**src/rtl/alu_op_sequencer_if.sv**
```systemverilog
// Control-side interface of the ALU operation sequencer: the start/done
// handshake from decode plus the register/bus strobes toward the datapath.
interface alu_op_sequencer_if #(
    parameter int NUM_REGS = 16,
    parameter int IDX_W    = 4,
    parameter int OP_W     = 5
);
    // Request from decode
    logic                start;
    logic [OP_W-1:0]     op_in;
    logic [IDX_W-1:0]    rs_idx;
    logic [IDX_W-1:0]    rt_idx;
    logic [IDX_W-1:0]    rd_idx;

    // Datapath strobes
    logic [NUM_REGS-1:0] rout;
    logic [NUM_REGS-1:0] rin;
    logic                yin;
    logic                zlowin;
    logic                zhighin;
    logic                zlowout;
    logic                zhighout;
    logic                loin;
    logic                hiin;
    logic [OP_W-1:0]     alu_op;

    // Handshake status
    logic                busy;
    logic                done;
    logic                err;

    // Decode side: issues requests, observes strobes and status
    modport master (
        output start, op_in, rs_idx, rt_idx, rd_idx,
        input  rout, rin, yin, zlowin, zhighin, zlowout, zhighout,
               loin, hiin, alu_op, busy, done, err
    );

    // Sequencer side
    modport slave (
        input  start, op_in, rs_idx, rt_idx, rd_idx,
        output rout, rin, yin, zlowin, zhighin, zlowout, zhighout,
               loin, hiin, alu_op, busy, done, err
    );
endinterface

```
**src/rtl/alu_op_sequencer.sv**
```systemverilog
// Sequencer for one register-register ALU instruction on the shared-bus
// datapath: A -> Y, B through the ALU -> Z, then Z written back either to
// Rd (narrow) or to LO/HI (wide). All strobes are Moore outputs.
module alu_op_sequencer #(
    parameter int                   NUM_REGS  = 16,
    parameter int                   IDX_W     = 4,
    parameter int                   OP_W      = 5,
    parameter logic [(2**OP_W)-1:0] WIDE_MASK = 32'h0000_0300,
    parameter bit                   R0_ZERO   = 1'b0
) (
    input  logic              i_clock,
    input  logic              i_clear,
    alu_op_sequencer_if.slave bus
);

    typedef enum logic [2:0] {
        S_IDLE,
        S_LOAD_Y,
        S_EXEC,
        S_WB_LO,
        S_WB_HI,
        S_DONE
    } state_t;

    state_t              r_state;
    state_t              w_next;

    logic [OP_W-1:0]     r_op;
    logic [IDX_W-1:0]    r_rs;
    logic [IDX_W-1:0]    r_rt;
    logic [IDX_W-1:0]    r_rd;
    logic                r_wide;
    logic                r_err;

    logic                w_accept;
    logic                w_wide_in;
    logic                w_bad_in;
    logic [NUM_REGS-1:0] w_sel_rs;
    logic [NUM_REGS-1:0] w_sel_rt;
    logic [NUM_REGS-1:0] w_sel_rd;
    logic                w_rd_suppressed;

    // An index is unusable when it names a register that does not exist.
    function automatic logic idx_bad(input logic [IDX_W-1:0] idx);
        return 32'(idx) >= 32'(NUM_REGS);
    endfunction

    assign w_accept  = (r_state == S_IDLE) && bus.start;
    assign w_wide_in = WIDE_MASK[bus.op_in];
    // rd only matters for narrow ops; wide ops write LO/HI instead.
    assign w_bad_in  = idx_bad(bus.rs_idx) || idx_bad(bus.rt_idx) ||
                       (!w_wide_in && idx_bad(bus.rd_idx));

    // Illegal indices never reach a strobing state, so the shifts stay in range.
    assign w_sel_rs        = NUM_REGS'(1) << r_rs;
    assign w_sel_rt        = NUM_REGS'(1) << r_rt;
    assign w_sel_rd        = NUM_REGS'(1) << r_rd;
    assign w_rd_suppressed = R0_ZERO && (r_rd == '0);

    // State register; clear aborts any operation in flight.
    always_ff @(posedge i_clock) begin
        // NOTE: non-blocking so every flop samples pre-edge values.
        if (i_clear) r_state <= S_IDLE;
        else         r_state <= w_next;
    end

    // Instruction fields captured on the accepting edge only.
    always_ff @(posedge i_clock) begin
        if (i_clear) begin
            r_op   <= '0;
            r_rs   <= '0;
            r_rt   <= '0;
            r_rd   <= '0;
            r_wide <= 1'b0;
            r_err  <= 1'b0;
        end else if (w_accept) begin
            r_op   <= bus.op_in;
            r_rs   <= bus.rs_idx;
            r_rt   <= bus.rt_idx;
            r_rd   <= bus.rd_idx;
            r_wide <= w_wide_in;
            r_err  <= w_bad_in;
        end
    end

    // Next-state: linear walk, illegal requests jump straight to DONE.
    always_comb begin
        // NOTE: default first so no path leaves w_next unassigned (no latch).
        w_next = r_state;
        unique case (r_state)
            S_IDLE:   if (bus.start) w_next = w_bad_in ? S_DONE : S_LOAD_Y;
            S_LOAD_Y: w_next = S_EXEC;
            S_EXEC:   w_next = S_WB_LO;
            S_WB_LO:  w_next = r_wide ? S_WB_HI : S_DONE;
            S_WB_HI:  w_next = S_DONE;
            S_DONE:   w_next = S_IDLE;
            default:  w_next = S_IDLE;
        endcase
    end

    // Moore strobes from state and latched fields; one bus driver per cycle.
    always_comb begin
        bus.rout     = '0;
        bus.rin      = '0;
        bus.yin      = 1'b0;
        bus.zlowin   = 1'b0;
        bus.zhighin  = 1'b0;
        bus.zlowout  = 1'b0;
        bus.zhighout = 1'b0;
        bus.loin     = 1'b0;
        bus.hiin     = 1'b0;
        bus.busy     = 1'b0;
        bus.done     = 1'b0;
        bus.err      = 1'b0;
        bus.alu_op   = (r_state == S_IDLE) ? '0 : r_op;
        unique case (r_state)
            S_LOAD_Y: begin
                bus.busy = 1'b1;
                bus.rout = w_sel_rs;
                bus.yin  = 1'b1;
            end
            S_EXEC: begin
                bus.busy    = 1'b1;
                bus.rout    = w_sel_rt;
                bus.zlowin  = 1'b1;
                bus.zhighin = 1'b1;
            end
            S_WB_LO: begin
                bus.busy    = 1'b1;
                bus.zlowout = 1'b1;
                if (r_wide)                bus.loin = 1'b1;
                else if (!w_rd_suppressed) bus.rin  = w_sel_rd;
            end
            S_WB_HI: begin
                bus.busy     = 1'b1;
                bus.zhighout = 1'b1;
                bus.hiin     = 1'b1;
            end
            S_DONE: begin
                bus.done = 1'b1;
                bus.err  = r_err;
            end
            default: ;
        endcase
    end

endmodule

```
**src/flat_wrapper.sv**
```systemverilog
// flat-port wrapper written by rule: the top's interface ports become plain ports
module alu_op_sequencer_flat 
#(
    parameter int                   NUM_REGS  = 16,
    parameter int                   IDX_W     = 4,
    parameter int                   OP_W      = 5,
    parameter logic [(2**OP_W)-1:0] WIDE_MASK = 32'h0000_0300,
    parameter bit                   R0_ZERO   = 1'b0
)
  (i_clock, i_clear, bus_start, bus_op_in, bus_rs_idx, bus_rt_idx, bus_rd_idx, bus_rout, bus_rin, bus_yin, bus_zlowin, bus_zhighin, bus_zlowout, bus_zhighout, bus_loin, bus_hiin, bus_alu_op, bus_busy, bus_done, bus_err);
  alu_op_sequencer_if #(.NUM_REGS(NUM_REGS), .IDX_W(IDX_W), .OP_W(OP_W)) bus_i ();
  input  logic i_clock;
  input  logic i_clear;
  input wire logic [$bits(bus_i.start)-1:0] bus_start;
  input wire logic [$bits(bus_i.op_in)-1:0] bus_op_in;
  input wire logic [$bits(bus_i.rs_idx)-1:0] bus_rs_idx;
  input wire logic [$bits(bus_i.rt_idx)-1:0] bus_rt_idx;
  input wire logic [$bits(bus_i.rd_idx)-1:0] bus_rd_idx;
  output wire logic [$bits(bus_i.rout)-1:0] bus_rout;
  output wire logic [$bits(bus_i.rin)-1:0] bus_rin;
  output wire logic [$bits(bus_i.yin)-1:0] bus_yin;
  output wire logic [$bits(bus_i.zlowin)-1:0] bus_zlowin;
  output wire logic [$bits(bus_i.zhighin)-1:0] bus_zhighin;
  output wire logic [$bits(bus_i.zlowout)-1:0] bus_zlowout;
  output wire logic [$bits(bus_i.zhighout)-1:0] bus_zhighout;
  output wire logic [$bits(bus_i.loin)-1:0] bus_loin;
  output wire logic [$bits(bus_i.hiin)-1:0] bus_hiin;
  output wire logic [$bits(bus_i.alu_op)-1:0] bus_alu_op;
  output wire logic [$bits(bus_i.busy)-1:0] bus_busy;
  output wire logic [$bits(bus_i.done)-1:0] bus_done;
  output wire logic [$bits(bus_i.err)-1:0] bus_err;
  assign bus_i.start = bus_start;
  assign bus_i.op_in = bus_op_in;
  assign bus_i.rs_idx = bus_rs_idx;
  assign bus_i.rt_idx = bus_rt_idx;
  assign bus_i.rd_idx = bus_rd_idx;
  assign bus_rout = bus_i.rout;
  assign bus_rin = bus_i.rin;
  assign bus_yin = bus_i.yin;
  assign bus_zlowin = bus_i.zlowin;
  assign bus_zhighin = bus_i.zhighin;
  assign bus_zlowout = bus_i.zlowout;
  assign bus_zhighout = bus_i.zhighout;
  assign bus_loin = bus_i.loin;
  assign bus_hiin = bus_i.hiin;
  assign bus_alu_op = bus_i.alu_op;
  assign bus_busy = bus_i.busy;
  assign bus_done = bus_i.done;
  assign bus_err = bus_i.err;
  alu_op_sequencer #(.NUM_REGS(NUM_REGS), .IDX_W(IDX_W), .OP_W(OP_W), .WIDE_MASK(WIDE_MASK), .R0_ZERO(R0_ZERO)) u_core (.i_clock(i_clock), .i_clear(i_clear), .bus(bus_i));
endmodule
```
**config.mk**
```make
export PLATFORM = sky130hd
export DESIGN_NAME = alu_op_sequencer_flat
export DESIGN_NICKNAME = d
export VERILOG_FILES = /design/src/rtl/alu_op_sequencer_if.sv /design/src/rtl/alu_op_sequencer.sv /design/src/flat_wrapper.sv
export SDC_FILE = /design/constraint.sdc
export NUM_CORES = 1
export LEC_CHECK = 0
export CORE_ASPECT_RATIO = 0.9
export CORE_MARGIN = 2
export CORE_UTILIZATION = 35
export CTS_CLUSTER_SIZE = 12
export DETAILED_ROUTE_END_ITERATION = 6
export PLACE_DENSITY = 0.76
export SETUP_SLACK_MARGIN = 0.02
export SYNTH_ARGS = -nofsm -noshare
export SYNTH_HDL_FRONTEND = slang
export SYNTH_SLANG_ARGS = --single-unit
```
**constraint.sdc**
```tcl
create_clock -name i_clock -period 1.5 [get_ports i_clock]
set_input_delay 0.3 -clock i_clock [delete_from_list [all_inputs] [get_ports i_clock]]
set_output_delay 0.3 -clock i_clock [all_outputs]
set_load 0.05 [all_outputs]
```
==> results of run 1 <==
[cell families after synthesis]
group,after synthesis
xor gates and xnor gates,2
AOI/OAI and AO/OA,23
muxes,6
other,1
DFF,21
and+or+nand+nor,99
buffers and inverters,16
[metrics by stage]
step	worst slack (ps)	hold WS, ps	instance area [um2]	instances
CTS	-701.9	463.8	3092	302
detailed placement	-483.7	453.2	2841	292
global placement	-412.3	438.3	2841	292
floorplan	-666.4	384.0	1723	168
[cell usage after synthesis, drive strengths merged]
master	instances	area [um2]
buf	10	62.55
nand3	2	10.01
nor2	15	56.30
clkbuf	4	15.01
a21boi	1	7.510
a21o	1	7.510
xnor2	2	17.52
and3b	2	17.52
mux2	3	41.29
nor3b	4	35.03
nand4	2	12.51
a21oi	19	95.09
nor4b	2	32.53
conb	1	3.750
nor4	16	100.1
a2111oi	1	8.760
or4b	1	10.01
nor3	7	35.03
and2	2	12.51
nand3b	2	15.01
nor2b	5	31.28
inv	2	7.510
dfxtp	21	420.4
mux2i	3	37.54
o21bai	1	7.510
nand2	37	138.9
nand2b	2	12.51
[what timing repair did]
| item | in CTS |
|---|---|
| setup buffers | 5 |
| endpoints found under the setup margin | 63 |
| pin swaps | 21 |
| cloned | 1 |
| resized for setup | 41 |
==> flow_metrics.tcl, run 1 <==
set metrics [dict create \
    yosys_warnings 0 \
    first-error "[ERROR DPL-0033] detailed placement checks failed during check placement." \
    htree_levels 1 \
    worst_path_end_type "primary output" \
    ios 67 \
    syn_area_mm2 0.001251 \
    die_w_um 67.03 \
    ys_types 34 \
    initial_core_util 0.3676 \
    failing_step "5_1_grt" \
    synth_seq_cells 21 \
    seq_area_frac_synth 0.3360 \
    synth.net_count 188 \
    muxShareOfSynthArea 0.06300 \
    die_y_um 60.72 \
    gp_congestion 0.7701 \
    worst_endpoint "bus_rout[14]" \
    root_buffer "clkbuf_8" \
    grt_antenna_before_repair 0 \
    cts-buffers-inserted 3 \
    synth_top_family_by_area "simple AND/OR/NAND/NOR gates" \
    yosys.area_share.simple 0.4150 \
    hpwl_mm 3.722 \
    synth_xor_area_frac 0.01400 \
    num_rows 20 \
    clk_path_buf_depth 2 \
    status "did not finish" \
    io_buffers 65 \
    holdBufCountCts 0 \
    synth_fa_ha_area_frac 0 \
    postSynthAreaPerCell_um2 7.448 \
    synth_compound_area_frac 0.1010 \
    grt_max_degree 21 \
    clock_sinks 21 \
    synthCells 168 \
]
==> run 2, diff against run 1 <==
==> config.mk (replaced) <==
export PLATFORM = sky130hd
export DESIGN_NAME = alu_op_sequencer_flat
export DESIGN_NICKNAME = d
export VERILOG_FILES = /design/src/rtl/alu_op_sequencer_if.sv /design/src/rtl/alu_op_sequencer.sv /design/src/flat_wrapper.sv
export SDC_FILE = /design/constraint.sdc
export NUM_CORES = 1
export LEC_CHECK = 0
export CORE_AREA = 2 2 63 65
export DETAILED_ROUTE_END_ITERATION = 6
export DIE_AREA = 0 0 65 67
export PLACE_DENSITY_LB_ADDON = 0.15
export SYNTH_ARGS = -nofsm -noshare
export SYNTH_HDL_FRONTEND = slang
export SYNTH_SLANG_ARGS = --single-unit
==> constraint.sdc (replaced) <==
create_clock -name i_clock -period 2 [get_ports i_clock]
set_input_delay 0.4 -clock i_clock [delete_from_list [all_inputs] [get_ports i_clock]]
set_output_delay 0.4 -clock i_clock [all_outputs]
set_load 0.05 [all_outputs]
==> run 2 against run 1 <==
  * The flow now finishes, with violations (negative setup slack)
  * Area after synthesis is the same
  * Synthesized cell count is the same
==> flow_metrics.tcl, run 2 <==
set metrics [dict create \
    dpl_worst_slack_ps -305.4 \
    root_buffer "clkbuf_8" \
    slew_violations 0 \
    io_buffers 65 \
    max-vdd-ir-drop_mv 0.3941 \
    num_rows 22 \
    path_cells "nor3b_2 -> buf_6 -> buf_8 -> mux2_4 -> nor4_4 -> buf_12" \
    clock_sinks 21 \
    holdBufCountCts 0 \
    fmax_ghz 0.4049 \
    r2r_cells 7 \
    seq_area_frac_synth 0.3360 \
    grt_pass1_vias 1804 \
    grt_antenna_before_repair 0 \
    finalClockSkew_ps 3.517 \
    hold_depth 2 \
    die_w_um 65 \
    tns_ps -7698 \
    largest_reg_flops 5 \
    crit_required_ps 1600 \
    cts-buffers-inserted 3 \
    gp_congestion 0.8152 \
    finalWorstSetupSlack_ps -469.4 \
    yosys_warnings 0 \
    synth_top_cell_area_share 0.3360 \
    firstDrtPassIters 4 \
    synth.net_count 188 \
    ys_types 34 \
    crit_arrival_ps 2070 \
    clk_latency_ps 270 \
    synth_edf_count 0 \
    fin_cells 309 \
    ios 67 \
    power_density_mw_per_mm2 568.1 \
    hpwl_mm 3.382 \
    hold_violations 0 \
    drt_iter0_drc 80 \
    mostFrequentLayoutCells "37 x nand2_1, 31 x buf_12, 31 x buf_6" \
    hold_class "flip-flop to flip-flop" \
    initial_core_util 0.3470 \
    core_mm2 0.003606 \
    r2r-end "u_core.r_rs[2]$_SDFFE_PP0P_" \
    rsz0062_at_grt "yes" \
    synthArstFlopShare 0 \
    criticalPathCategory "flip-flop to output pin" \
    drc 0 \
    yosys.area.top_type "dfxtp_1" \
    rrSetupSlack_ps 260 \
    reg2reg_from "u_core.r_state[2]$_SDFFE_PP0P_" \
    die_area_mm2 0.004355 \
    status "finished, violations left" \
    period_share 1.235 \
    post-route-util 0.8629 \
    die_y_um 67 \
    synthCells 168 \
    synth-main-ff-cell "dfxtp_1" \
    cp-end-kind "output pin" \
    final_layout_size_suffix_gt1_frac 0.5402 \
    synth_commonest_cells "37 x nand2_1, 21 x dfxtp_1, 19 x a21oi_1" \
    grtUsageTotal 0.2712 \
    num_vias 1633 \
    cp_slowest_stage_delay_ps 370 \
    routedWlPerCell_um 18.02 \
    totalWireLength_mm 5.568 \
    htree_levels 1 \
    clk_pin_slew_worst_paths_ps 80 \
    clk_path_buf_depth 2 \
    worstSetupStartpointType "flip-flop" \
    area_growth_pct 148.7 \
    grt.met1_usage 0.3210 \
    gr-max-usage-layer "met2" \
    crit_path_top_delay_cell "mux2_4" \
    use_met2 0.4794 \
    postSynthAreaPerCell_um2 7.448 \
    antenna_cells 0 \
    cts_tree "yes" \
    holdPathEnd "u_core.r_op[4]$_SDFFE_PP0P_" \
    gr-usage-met3 0.04223 \
    largest_register "u_core.r_op" \
    grt_pass1_wl_mm 8.921 \
    post-synth-top-count-cell "nand2_1" \
    synth.area.top_cells "dfxtp_1 34%, nand2_1 11%, nor4_1 8.0%" \
    syn_area_mm2 0.001251 \
    leakagePower_uw 0.001088 \
    finalPower_uw 1768 \
    place_inst 287 \
    setup_viol 32 \
    ant_nets 0 \
    hold_start "u_core.r_op[4]$_SDFFE_PP0P_" \
    grt_max_degree 21 \
    violations "negative setup slack" \
    period_minus_slack_ps 2469 \
    max_cap_violations 0 \
    synth_seq_cells 21 \
    nNetsFinal 282 \
    overflow 0 \
    via_per_inst 5.285 \
    layout_commonest_cell "nand2_1" \
    path_max_fanout 5 \
]
-- run 2: cell counts after synthesis --
No cell type changed its count.
-- run 2: worst max-delay path, delay by kind of cell (launching register included) --
family	cells	cell delay, ps
AND/OR/NAND/NOR	2	640
multiplexers	1	370
flip-flops	1	340
buffers and inverters	3	440
-- run 2: routing by layer --
metal  vias up  wire length (um)  part of all wire
met3        20               279             0.050
met2        60              2890              0.52
met4         0               198             0.036
met5         -                 0                 0
met1       785              2200              0.40
li1        768                 -                 -
-- run 2: kinds of logic after synthesis --
logic type,count (synthesis),share of synthesized area
mux,6,0.06300
xor+xnor,2,0.01400
buf+inv,16,0.06799
simple gates,99,0.4150
other cells,1,0.002997
compound gates,23,0.1010
flops,21,0.3360
-- run 2: final cells by class --
| cell class | count | area [um2] |
|---|---|---|
| Inverter | 2 | 7.507 |
| Timing Repair Buffer | 103 | 1340 |
| Sequential cell | 21 | 426.7 |
| Fill cell | 167 | 494.2 |
| Tap cell | 48 | 60.06 |
| Clock buffer | 4 | 45.04 |
| Multi-Input combinational cell | 131 | 1232 |
-- run 2: metrics by stage --
stage	cell area, um2	hold slack [ps]
2_1_floorplan	1593	431.8
3_3_place_gp	2570	440.8
3_5_place_dp	2570	445.9
4_1_cts	3073	456.9
5_1_grt	3112	484.8
6_report	3112	456.1
-- run 2: what timing repair did --
item / 4_1_cts / 5_1_grt
buffers inserted: 18 / 1
endpoints found under the setup margin: 32 / 38
pin swaps: 26 / 3
gates resized for setup: 56 / 11
-- run 2: how the worst max path moves through the flow --
stage	start	to	depth (start not counted)
after floorplan	u_core.r_state[1]$_SDFFE_PP0P_	bus_rout[10]	4
after global placement	u_core.r_state[0]$_SDFFE_PP0P_	bus_rout[11]	5
after detailed placement	u_core.r_state[0]$_SDFFE_PP0P_	bus_rout[15]	5
after CTS	u_core.r_state[2]$_SDFFE_PP0P_	bus_rout[4]	6
after global routing	u_core.r_state[1]$_SDFFE_PP0P_	bus_rout[11]	7
final	u_core.r_state[2]$_SDFFE_PP0P_	bus_rout[8]	6
-- run 2: where the power goes --
group	internal (uW)	switching, uW	leakage, uW	total (uW)
Combinational	437	527	0.000892	965
Clock	143	155	0.0000228	297
Sequential	458	47.6	0.000174	506
(Power assumes the default switching activity.)
